--- src/rtl/nobl_fifo_pkg.sv ---
// nobl_fifo_pkg: shared constants and types for the multi-channel NoBL FIFO
package nobl_fifo_pkg;
   localparam int DEFAULT_RD_LAT = 4;
   localparam int TAG_CHAN_W     = 3;

   typedef struct packed {
      logic                  valid;
      logic [TAG_CHAN_W-1:0] chan;
   } tag_t;

   function automatic int count_width(input int ram_depth, input int chan_bits);
      return ram_depth - chan_bits + 1;
   endfunction
endpackage

--- src/rtl/nobl_if.sv ---
// nobl_if: ZBT/NoBL SRAM pin driver; read data returns four clocks after the request
module nobl_if #(
   parameter int WIDTH = 18,
   parameter int DEPTH = 19
) (
   input  logic             clk,
   input  logic             rst,
   input  logic [WIDTH-1:0] RAM_D_pi,
   output logic [WIDTH-1:0] RAM_D_po,
   output logic             RAM_D_poe,
   output logic [DEPTH-1:0] RAM_A,
   output logic             RAM_WEn,
   output logic             RAM_CENn,
   output logic             RAM_LDn,
   output logic             RAM_OEn,
   output logic             RAM_CE1n,
   input  logic [DEPTH-1:0] address,
   input  logic [WIDTH-1:0] data_out,
   output logic [WIDTH-1:0] data_in,
   input  logic             write,
   input  logic             enable
);
   logic [DEPTH-1:0] r_a;
   logic             r_wen, r_ldn;
   logic [2:0]       r_we;
   logic [WIDTH-1:0] r_wd [3];
   logic [WIDTH-1:0] r_din;

   // register the command, delay write data to the SRAM's two-cycle data phase, capture read data
   always_ff @(posedge clk or posedge rst)
      if (rst) begin
         r_a   <= '0;
         r_wen <= 1'b1;
         r_ldn <= 1'b1;
         r_we  <= '0;
         for (int s = 0; s < 3; s++) r_wd[s] <= '0;
         r_din <= '0;
      end else begin
         r_a     <= address;
         r_wen   <= !(enable && write);
         r_ldn   <= !enable;
         r_we    <= {r_we[1:0], enable && write};
         r_wd[0] <= data_out;
         r_wd[1] <= r_wd[0];
         r_wd[2] <= r_wd[1];
         r_din   <= RAM_D_pi;
      end

   assign RAM_A     = r_a;
   assign RAM_WEn   = r_wen;
   assign RAM_LDn   = r_ldn;
   assign RAM_CENn  = 1'b0;
   assign RAM_OEn   = 1'b0;
   assign RAM_CE1n  = 1'b0;
   assign RAM_D_po  = r_wd[2];
   assign RAM_D_poe = r_we[2];
   assign data_in   = r_din;
endmodule

--- src/rtl/rr_arbiter.sv ---
// rr_arbiter: round-robin one-hot grant; search restarts just past the last winner
module rr_arbiter #(
   parameter int N = 2
) (
   input  logic         clk,
   input  logic         rst,
   input  logic [N-1:0] i_req,
   input  logic         i_adv,
   output logic [N-1:0] o_grant
);
   localparam int PW = (N > 1) ? $clog2(N) : 1;

   logic [PW-1:0] r_ptr, w_idx, w_try;
   logic          w_found;

   // first requester at or after the pointer wins; N is a power of two so indices wrap naturally
   always_comb begin
      w_idx   = r_ptr;
      w_try   = r_ptr;
      w_found = 1'b0;
      o_grant = '0;
      for (int k = 0; k < N; k++) begin
         w_try = r_ptr + PW'(k);
         if (!w_found && i_req[w_try]) begin
            w_found = 1'b1;
            w_idx   = w_try;
         end
      end
      if (w_found) o_grant[w_idx] = 1'b1;
   end

   // advance past the winner only when something was granted
   always_ff @(posedge clk or posedge rst)
      if (rst) r_ptr <= '0;
      else if (i_adv && w_found) r_ptr <= w_idx + PW'(1);
endmodule

--- src/rtl/nobl_mchan_fifo.sv ---
// nobl_mchan_fifo: per-channel circular FIFOs sharing one NoBL SRAM, one operation per clock
module nobl_mchan_fifo
   import nobl_fifo_pkg::*;
#(
   parameter int  WIDTH     = 18,
   parameter int  RAM_DEPTH = 19,
   parameter int  CHAN_BITS = 1,
   parameter int  RD_LAT    = DEFAULT_RD_LAT,
   localparam int NCHAN     = 1 << CHAN_BITS,
   localparam int R         = RAM_DEPTH - CHAN_BITS,
   localparam int C         = count_width(RAM_DEPTH, CHAN_BITS),
   localparam int CB        = (CHAN_BITS > 0) ? CHAN_BITS : 1
) (
   input  logic                   clk,
   input  logic                   rst,
   input  logic [WIDTH-1:0]       RAM_D_pi,
   output logic [WIDTH-1:0]       RAM_D_po,
   output logic                   RAM_D_poe,
   output logic [RAM_DEPTH-1:0]   RAM_A,
   output logic                   RAM_WEn,
   output logic                   RAM_CENn,
   output logic                   RAM_LDn,
   output logic                   RAM_OEn,
   output logic                   RAM_CE1n,
   input  logic [NCHAN*WIDTH-1:0] write_data,
   input  logic [NCHAN-1:0]       write_strobe,
   output logic [NCHAN-1:0]       write_ack,
   input  logic [NCHAN-1:0]       read_strobe,
   output logic [NCHAN-1:0]       read_ack,
   output logic [WIDTH-1:0]       read_data,
   output logic [CB-1:0]          read_chan,
   output logic                   data_avail,
   output logic [NCHAN-1:0]       space_avail,
   output logic [NCHAN-1:0]       not_empty,
   output logic [NCHAN*C-1:0]     free_count
);
   localparam logic [C-1:0] EMPTY_FREE = {1'b1, {R{1'b0}}};

   logic [2*NCHAN-1:0]   w_req, w_grant;
   logic [CB-1:0]        w_chan;
   logic                 w_wr, w_op;
   logic [R-1:0]         w_ptr;
   logic [RAM_DEPTH-1:0] w_addr;
   logic [WIDTH-1:0]     w_wdata;
   logic [C-1:0]         w_free_nxt [NCHAN];
   logic [R-1:0]         r_wr_ptr [NCHAN];
   logic [R-1:0]         r_rd_ptr [NCHAN];
   logic [C-1:0]         r_free [NCHAN];
   logic [NCHAN-1:0]     r_space, r_ne;
   tag_t                 r_tag [RD_LAT];

   // requests are only eligible when the channel can honour them; nothing is eligible in reset
   assign w_req = rst ? '0 : {read_strobe & r_ne, write_strobe & r_space};

   rr_arbiter #(.N(2 * NCHAN)) u_arb (
      .clk     (clk),
      .rst     (rst),
      .i_req   (w_req),
      .i_adv   (1'b1),
      .o_grant (w_grant)
   );

   assign write_ack = w_grant[NCHAN-1:0];
   assign read_ack  = w_grant[2*NCHAN-1:NCHAN];
   assign w_op      = |w_grant;

   // decode the single granted operation and each channel's next free count
   always_comb begin
      w_chan = '0;
      w_wr   = 1'b0;
      for (int i = 0; i < NCHAN; i++) begin
         if (write_ack[i] || read_ack[i]) begin
            w_chan = CB'(i);
            w_wr   = write_ack[i];
         end
         w_free_nxt[i] = write_ack[i] ? r_free[i] - 1'b1 :
                         read_ack[i]  ? r_free[i] + 1'b1 : r_free[i];
      end
   end

   assign w_ptr   = w_wr ? r_wr_ptr[w_chan] : r_rd_ptr[w_chan];
   assign w_addr  = (RAM_DEPTH'(w_chan) << R) | RAM_DEPTH'(w_ptr);
   assign w_wdata = write_data[w_chan*WIDTH +: WIDTH];

   // pointers and counts; flags come from the next-state count so they are exact
   always_ff @(posedge clk or posedge rst)
      if (rst) begin
         for (int i = 0; i < NCHAN; i++) begin
            r_wr_ptr[i] <= '0;
            r_rd_ptr[i] <= '0;
            r_free[i]   <= EMPTY_FREE;
         end
         r_space <= '1;
         r_ne    <= '0;
      end else begin
         for (int i = 0; i < NCHAN; i++) begin
            if (write_ack[i]) r_wr_ptr[i] <= r_wr_ptr[i] + 1'b1;
            if (read_ack[i]) r_rd_ptr[i] <= r_rd_ptr[i] + 1'b1;
            r_free[i]  <= w_free_nxt[i];
            r_space[i] <= w_free_nxt[i] != '0;
            r_ne[i]    <= w_free_nxt[i] != EMPTY_FREE;
         end
      end

   // tag pipeline tracks which channel each in-flight read belongs to; reset drops them all
   always_ff @(posedge clk or posedge rst)
      if (rst) begin
         for (int s = 0; s < RD_LAT; s++) r_tag[s] <= '0;
      end else begin
         r_tag[0].valid <= |read_ack;
         r_tag[0].chan  <= TAG_CHAN_W'(w_chan);
         for (int s = 1; s < RD_LAT; s++) r_tag[s] <= r_tag[s-1];
      end

   assign data_avail  = r_tag[RD_LAT-1].valid;
   assign read_chan   = CB'(r_tag[RD_LAT-1].chan);
   assign space_avail = r_space;
   assign not_empty   = r_ne;

   for (genvar g = 0; g < NCHAN; g++) begin : g_free
      assign free_count[g*C +: C] = r_free[g];
   end

   nobl_if #(.WIDTH(WIDTH), .DEPTH(RAM_DEPTH)) u_nobl (
      .clk       (clk),
      .rst       (rst),
      .RAM_D_pi  (RAM_D_pi),
      .RAM_D_po  (RAM_D_po),
      .RAM_D_poe (RAM_D_poe),
      .RAM_A     (RAM_A),
      .RAM_WEn   (RAM_WEn),
      .RAM_CENn  (RAM_CENn),
      .RAM_LDn   (RAM_LDn),
      .RAM_OEn   (RAM_OEn),
      .RAM_CE1n  (RAM_CE1n),
      .address   (w_addr),
      .data_out  (w_wdata),
      .data_in   (read_data),
      .write     (w_wr),
      .enable    (w_op)
   );
endmodule

--- config.mk ---
export PLATFORM = sky130hd
export DESIGN_NAME = nobl_mchan_fifo
export DESIGN_NICKNAME = d
export VERILOG_FILES = /design/src/rtl/nobl_fifo_pkg.sv /design/src/rtl/nobl_if.sv /design/src/rtl/rr_arbiter.sv /design/src/rtl/nobl_mchan_fifo.sv
export SDC_FILE = /design/constraint.sdc
export NUM_CORES = 1
export LEC_CHECK = 0
export CORE_ASPECT_RATIO = 0.75
export CORE_MARGIN = 2
export CORE_UTILIZATION = 57
export CTS_CLUSTER_DIAMETER = 40
export DETAILED_ROUTE_END_ITERATION = 7
export HOLD_SLACK_MARGIN = 0.1
export PLACE_DENSITY = 0.95
export SETUP_SLACK_MARGIN = 0.05
export SKIP_LAST_GASP = 1
export SYNTH_ARGS = -nofsm -noshare
export SYNTH_HDL_FRONTEND = slang
export SYNTH_HIERARCHICAL = 1
export SYNTH_SLANG_ARGS = --single-unit
--- constraint.sdc ---
create_clock -name clk -period 24.7 [get_ports clk]
set_input_delay 7.41 -clock clk [delete_from_list [all_inputs] [get_ports clk]]
set_output_delay 7.41 -clock clk [all_outputs]
set_load 0.005 [all_outputs]
==> results.md, run 1 <==
- Status: finished clean
- Synth warnings: 6
- Compound-gate portion of the synthesized area: 6.30%
- Initial Utilization: 57.7%
- P per Cell Area: 103 nW/um2
- Overall power: 1260 uW
- DP HPWL: 16400 um
- Hold WC Path Type: reg2reg
- # setup viols final: 0
- Post-synthesis cell type with the largest combined area: dfrtp_1
- GR Overflow Total: 0
- Worst endpoint required time: 17.29 ns
- Clock skew: 0.0265 ns
- DR vias/cell: 5.95
- Post-Synth Adder-Cell Area: 1.57%
- Xor/xnor share of the synthesized area: 8.86%
- Leak: 0.00520 uW
- Largest net degree at the start of global routing: 73
- RePlAce Congestion: 0.888
- Unique cell type count in the Yosys netlist: 69
- Via total after detailed routing: 7342
- First DRT Iteration DRCs: 708
- Main combinational cell family by area after synthesis: simple AND/OR/NAND/NOR gates
- Final Hold Viols: 0
- CP max FO: 72
- Tmin final: 19.11 ns
- Total Die Area: 17900 um2
- Crit share post-route: 77.4%
- Relative slew margins: 40.0%
- Worst slew pin tran: 0.900 ns
- First-pass GRT wire length: 40600 um
- CP peak stage delay: 0.82 ns
- Area growth, synth to finish: 26.9%
- DRC Markers: 0
- Area fraction of the dominant cell type after synthesis: 55.9%
- Fraction of layout cells with a size suffix above 1: 9.73%
- Asr flop ratio synth: 100%
- CP endpoint kind: primary output
- Width of the die: 154 um
- Wire length on met2: 12900 um
- Total of max-cap violations: 0
- Vias in the first global route: 7348
- Die extent in y: 116 um
- Critical Path AT: 11.70 ns
- FMAX: 0.0523 GHz
- Setup TNS: 0 ns
- Post-Syn Area: 9590 um2
- Post-CTS sizing: 0
- Reg clk slew, reported paths: 0.06 ns
- Final WS setup: 5.59 ns
- Post-layout util: 73.2%
- First-pass DRT Iterations: 6
- DR top layer: met4
- Fin nets: 1071
- H-tree levels: 1
- Setup Fix Bufs, Post-CTS: 0
- Commonest cells in the netlist: 214 x dfrtp_1, 74 x nand2_1, 72 x xnor2_1
- CP cell instances: clkdlybuf4s50_1 -> inv_4 -> buf_4 -> and3_1 -> nor2b_1 -> o21ai_0 -> o311a_1 -> inv_1 -> ha_1 -> and2b_1 -> buf_4 -> clkdlybuf4s50_1
- CTS tree: yes
- Simple-gate area share of the yosys netlist: 16.6%
- Worst Setup Start Kind: primary input
- Gate Count Post-Synth: 852
- Top-Level Pins: 169
- Total GRT Usage: 28.8%
- Post-synth EDFFs: 0
- Routed WL: 26100 um
- Pre-CTS WS: 5.63 ns
- Max clock buf depth: 3
- Antenna-violating nets left: 0
- Mux contribution to synthesized area: 4.83%
- Main flop type after synthesis: dfrtp_1
- Port buffer count: 165
- Initial antenna violation count: 1
- Kind of critical path: in2out
- CTS Root Cell: clkbuf_16
- Max-slew violations: 0
- Count of non-filler cells in the finished layout: 1233
- Clock Latency Late Sink: 0.53 ns
- Sequential cell area fraction in the yosys report: 57.5%
- Clock sinks: 220
- WL per Instance: 21.2 um
- Largest cells by area after synthesis: dfrtp_1 56%, xnor2_1 6.6%, nand2_1 2.9%, mux2_2 2.6%, nor2_1 2.5%
- Core area: 16600 um2
- Num CTS Buffers: 26
- Hold buffers post-CTS: 0
- Dpl cells: 1186
- Met3 wire length: 2040 um
- Site Rows: 41
- Max VDD drop: 0.0678 mV
- Slowest CP cell: buf_4
- Seq cells post-synth: 220
- Unrepaired setup endpoints after global routing: no
- Count leader, synth: dfrtp_1
- Avg Inst Size Synth: 11.3 um2
- R2R setup slack: 20.20 ns
- M1 WL: 10300 um
## through the flow
| step | area (um2) | hold WS [ns] |
|---|---|---|
| floorplan | 9590 | 0.331 |
| global placement | 11300 | 0.331 |
| detailed placement | 11300 | 0.335 |
| CTS | 12200 | 0.346 |
| global route | 12200 | 0.352 |
| finish | 12200 | 0.334 |
## critical path, delay by kind of cell
family	cells	cell delay (ns)
AO/OA/AOI/OAI	2	0.32
adder cells (fa/ha/maj)	1	0.15
buffers and inverters	6	3.05
AND/OR/NAND/NOR	3	0.74
## logic make-up (layout without fill, tap and decap cells)
kind of cell             Yosys count  after routing
flip-flops                       220            220
buffers and inverters             82            245
AND/OR/NAND/NOR                  300            300
XOR/XNOR                          97             97
adder cells (fa/ha/maj)           12             12
multiplexers                      43             43
AO/OA/AOI/OAI                     96             96
other                              2              5
## power breakdown
part / switching, uW / internal [uW] / total (uW)
clock network: 154 / 241 / 395
logic: 164 / 168 / 332
registers: 89.9 / 443 / 533
total: 408 / 852 / 1260
## layer usage
metal	up-vias	global-route usage [%]
li1	3213	-
met1	3621	36.9
met2	435	49.6
met3	73	5.86
met4	0	10.8
met5	-	0
## state kept, by name (all words and copies together), names as in the netlist, 2 cells and up
signal and flops:
u_arb/r_ptr 2, u_nobl/data_in 18, not_empty 2, u_nobl/RAM_D_po 18, u_nobl/r_wd 36, r_rd_ptr 36
r_wr_ptr 36, r_tag 6, free_count 38, u_nobl/RAM_A 19, space_avail 2, u_nobl/r_we 3
## final timing paths
check	endpoint	cells after the start	from
worst max-delay path	write_ack[0]	12	rst
worst min-delay path	u_nobl/r_wd[32]	0	u_nobl/r_wd[50]
worst max register to register	not_empty[0]	14	space_avail[0]
worst min register to register	u_nobl/r_wd[32]	0	u_nobl/r_wd[50]
max in group asynchronous	r_rd_ptr[15]	3	rst
min in group asynchronous	u_arb/r_ptr[0]	2	rst
## area by class of cell
class | instances | area [um2]
clock buffers | 31 | 721
fillers | 970 | 4450
flip-flops and latches | 220 | 5510
multi-input cells | 552 | 3680
inverters | 28 | 110
clock inverters | 15 | 176
diodes | 1 | 2.50
well taps | 215 | 269
repair buffers | 171 | 1700
## cells in the final DEF, fill, tap and decap left out, drive strengths merged, types with 21 or more instances in the layout
master,count
dfrtp,214
clkdlybuf4s50,165
nand2,74
xnor2,72
nor2,65
clkbuf,31
inv,31
a21oi,30
o21ai,28
nand4,26
xor2,25
nor3,23
mux2,23
nor4,21
Note: power is estimated with default switching activity, not from simulation.
==> run 2, diff against run 1 <==
--- a/config.mk
+++ b/config.mk
@@ -7,11 +7,11 @@
 export LEC_CHECK = 0
 export CORE_ASPECT_RATIO = 0.75
 export CORE_MARGIN = 2
-export CORE_UTILIZATION = 57
+export CORE_UTILIZATION = 48
 export CTS_CLUSTER_DIAMETER = 40
 export DETAILED_ROUTE_END_ITERATION = 7
 export HOLD_SLACK_MARGIN = 0.1
-export PLACE_DENSITY = 0.95
+export PLACE_DENSITY = 0.88
 export SETUP_SLACK_MARGIN = 0.05
 export SKIP_LAST_GASP = 1
 export SYNTH_ARGS = -nofsm -noshare
==> constraint.sdc (replaced) <==
create_clock -name clk -period 15.6 [get_ports clk]
set_input_delay 4.68 -clock clk [delete_from_list [all_inputs] [get_ports clk]]
set_output_delay 4.68 -clock clk [all_outputs]
set_load 0.005 [all_outputs]
==> run 2 against run 1 <==
Effect of this change:
- the flow now finishes with violations (design-rule violations)
- flip-flop and latch count unchanged
- hold slack better by 0.0027 ns
- core utilization down 11 points
- non-clock buffer count down 1
- power up 54%
- combinational power up 50%
- clock-buffer cell count up 2
- final area about the same
- wire length down 17%
- sequential share of layout area about the same
- global-route usage down 8.8 points
- critical path type unchanged
- highest routed layer unchanged
==> results.md, run 2 (same netlist as run 1, synthesis figures left out) <==
- Status: finished with violations
- Failing checks: design-rule violations
- Clock skew: 0.0215 ns
- First-pass GRT wire length: 34100 um
- Max VDD drop: 0.0852 mV
- CTS tree: yes
- Max-slew violations: 0
- DR vias/cell: 5.41
- Area growth, synth to finish: 27.0%
- Top-Level Pins: 169
- Worst hold slack: 0.337 ns
- Final Hold Viols: 0
- CTS Root Cell: clkbuf_16
- R2R setup slack: 11.22 ns
- Commonest non-fill, non-tap cell in the layout: dfrtp_1
- FMAX: 0.0769 GHz
- Routed WL: 21600 um
- P per Cell Area: 159 nW/um2
- Worst slew pin tran: 0.973 ns
- Total GRT Usage: 20.1%
- Core area: 19500 um2
- Post-layout util: 62.5%
- Worst hold start: u_nobl/r_we[1]
- Unrepaired setup endpoints after global routing: no
- GR Overflow Total: 0
- DP HPWL: 14800 um
- Hold buffers post-CTS: 0
- Num CTS Buffers: 25
- Setup TNS: 0 ns
- Die extent in y: 126 um
- Initial Utilization: 49.2%
- Leak: 0.00518 uW
- CP endpoint kind: primary output
- Clock sinks: 220
- WL per Instance: 17.0 um
- Reg clk slew, reported paths: 0.06 ns
- Reg2Reg Launch Point: not_empty[0]
- Initial antenna violation count: 0
- FF+latch area: 5510 um2
- Relative slew margins: 35.1%
- CP max FO: 63
- Worst endpoint required time: 10.92 ns
- First-pass DRT Iterations: 8
- Hold WC Path Type: reg2reg
- Filler instances: 1462
- DRC Markers: 20
- Width of the die: 167 um
- Commonest non-fill, non-tap cells in the layout: 214 x dfrtp_1, 165 x clkdlybuf4s50_1, 74 x nand2_1
- Crit share post-route: 83.3%
- Fin nets: 1069
- Clock Latency Late Sink: 0.53 ns
- Kind of critical path: in2out
- RePlAce Congestion: 0.873
- Largest net degree at the start of global routing: 74
- Reg2Reg Depth: 13
- # setup viols final: 0
- Max reg flops: 38
- Port buffer count: 165
- Max clock buf depth: 3
- Post-CTS sizing: 0
- Fraction of layout cells with a size suffix above 1: 9.36%
- H-tree levels: 1
- Setup Fix Bufs, Post-CTS: 0
- Worst Setup Start Kind: primary input
- Inserted Diodes: 0
- Hold Crit Depth: 0
- Tmin final: 13.00 ns
- Site Rows: 44
- Antenna-violating nets left: 0
- Area of the multi-input gates: 3680 um2
- Hold path endpoint: u_nobl/r_we[2]
- Total of max-cap violations: 0
- Critical Path AT: 8.32 ns
- Vias in the first global route: 6558
- Via total after detailed routing: 6855
- Reg2Reg Capture Point: not_empty[1]
- First DRT Iteration DRCs: 517
- Total Die Area: 21100 um2
-- run 2: cell types whose count changed in the layout (fill, tap and decap cells not counted), sizes merged --
cell    previous run  this run
diode              1         0
clkbuf            31        33
buf                6         5
inv               31        34
clkinv             9         3
-- run 2: report_power, final --
part,switching [uW],leakage (uW),internal (uW)
clock,239,0.000431,370
sequential,130,0.00274,701
combinational,233,0.00201,264
total,602,0.00518,1340
-- run 2: stage by stage --
step / setup slack, ns / area (um2) / instances / total power, uW
floorplan: 2.15 / 9590 / 854 / 1110
global placement: 2.64 / 11300 / 1223 / 1310
detailed placement: 2.57 / 11300 / 1223 / 1330
CTS: 2.57 / 12200 / 1268 / 1950
global route: 2.23 / 12200 / 1268 / 2040
finish: 2.60 / 12200 / 1268 / 1940
-- run 2: layout make-up --
type | instances | share of cell area, %
Timing Repair Buffer | 170 | 13.9
Multi-Input combinational cell | 552 | 30.2
Sequential cell | 220 | 45.3
Clock buffer | 33 | 5.71
Tap cell | 253 | 2.60
Clock inverter | 12 | 1.43
Inverter | 28 | 0.904
-- run 2: layer usage --
layer	global-route usage, %	share of wire (%)	vias up
met2	33.8	48	269
met5	0	0	-
li1	-	-	3222
met1	26.8	43	3329
met4	4.71	2.0	0
met3	4.52	7.5	35
-- run 2: worst max path at each step --
| stage | startpoint | to | slack [ns] | cells after the start |
|---|---|---|---|---|
| 6_report | rst | write_ack[1] | 2.60 | 9 |
| 5_1_grt | rst | write_ack[1] | 2.23 | 9 |
| 4_1_cts | rst | write_ack[1] | 2.57 | 9 |
| 3_5_place_dp | rst | write_ack[1] | 2.57 | 9 |
| 3_3_place_gp | rst | write_ack[1] | 2.64 | 9 |
| 2_1_floorplan | rst | write_ack[1] | 2.15 | 8 |
-- run 2: worst max-delay path, cell delays in order --
cell and delay, ns:
clkdlybuf4s50_1 0.52, inv_4 0.60, and3_1 0.41, nor2b_1 0.08, o21ai_0 0.16, o311a_1 0.26, ha_1 0.16, and2b_2 0.78
clkdlybuf4s50_1 0.67
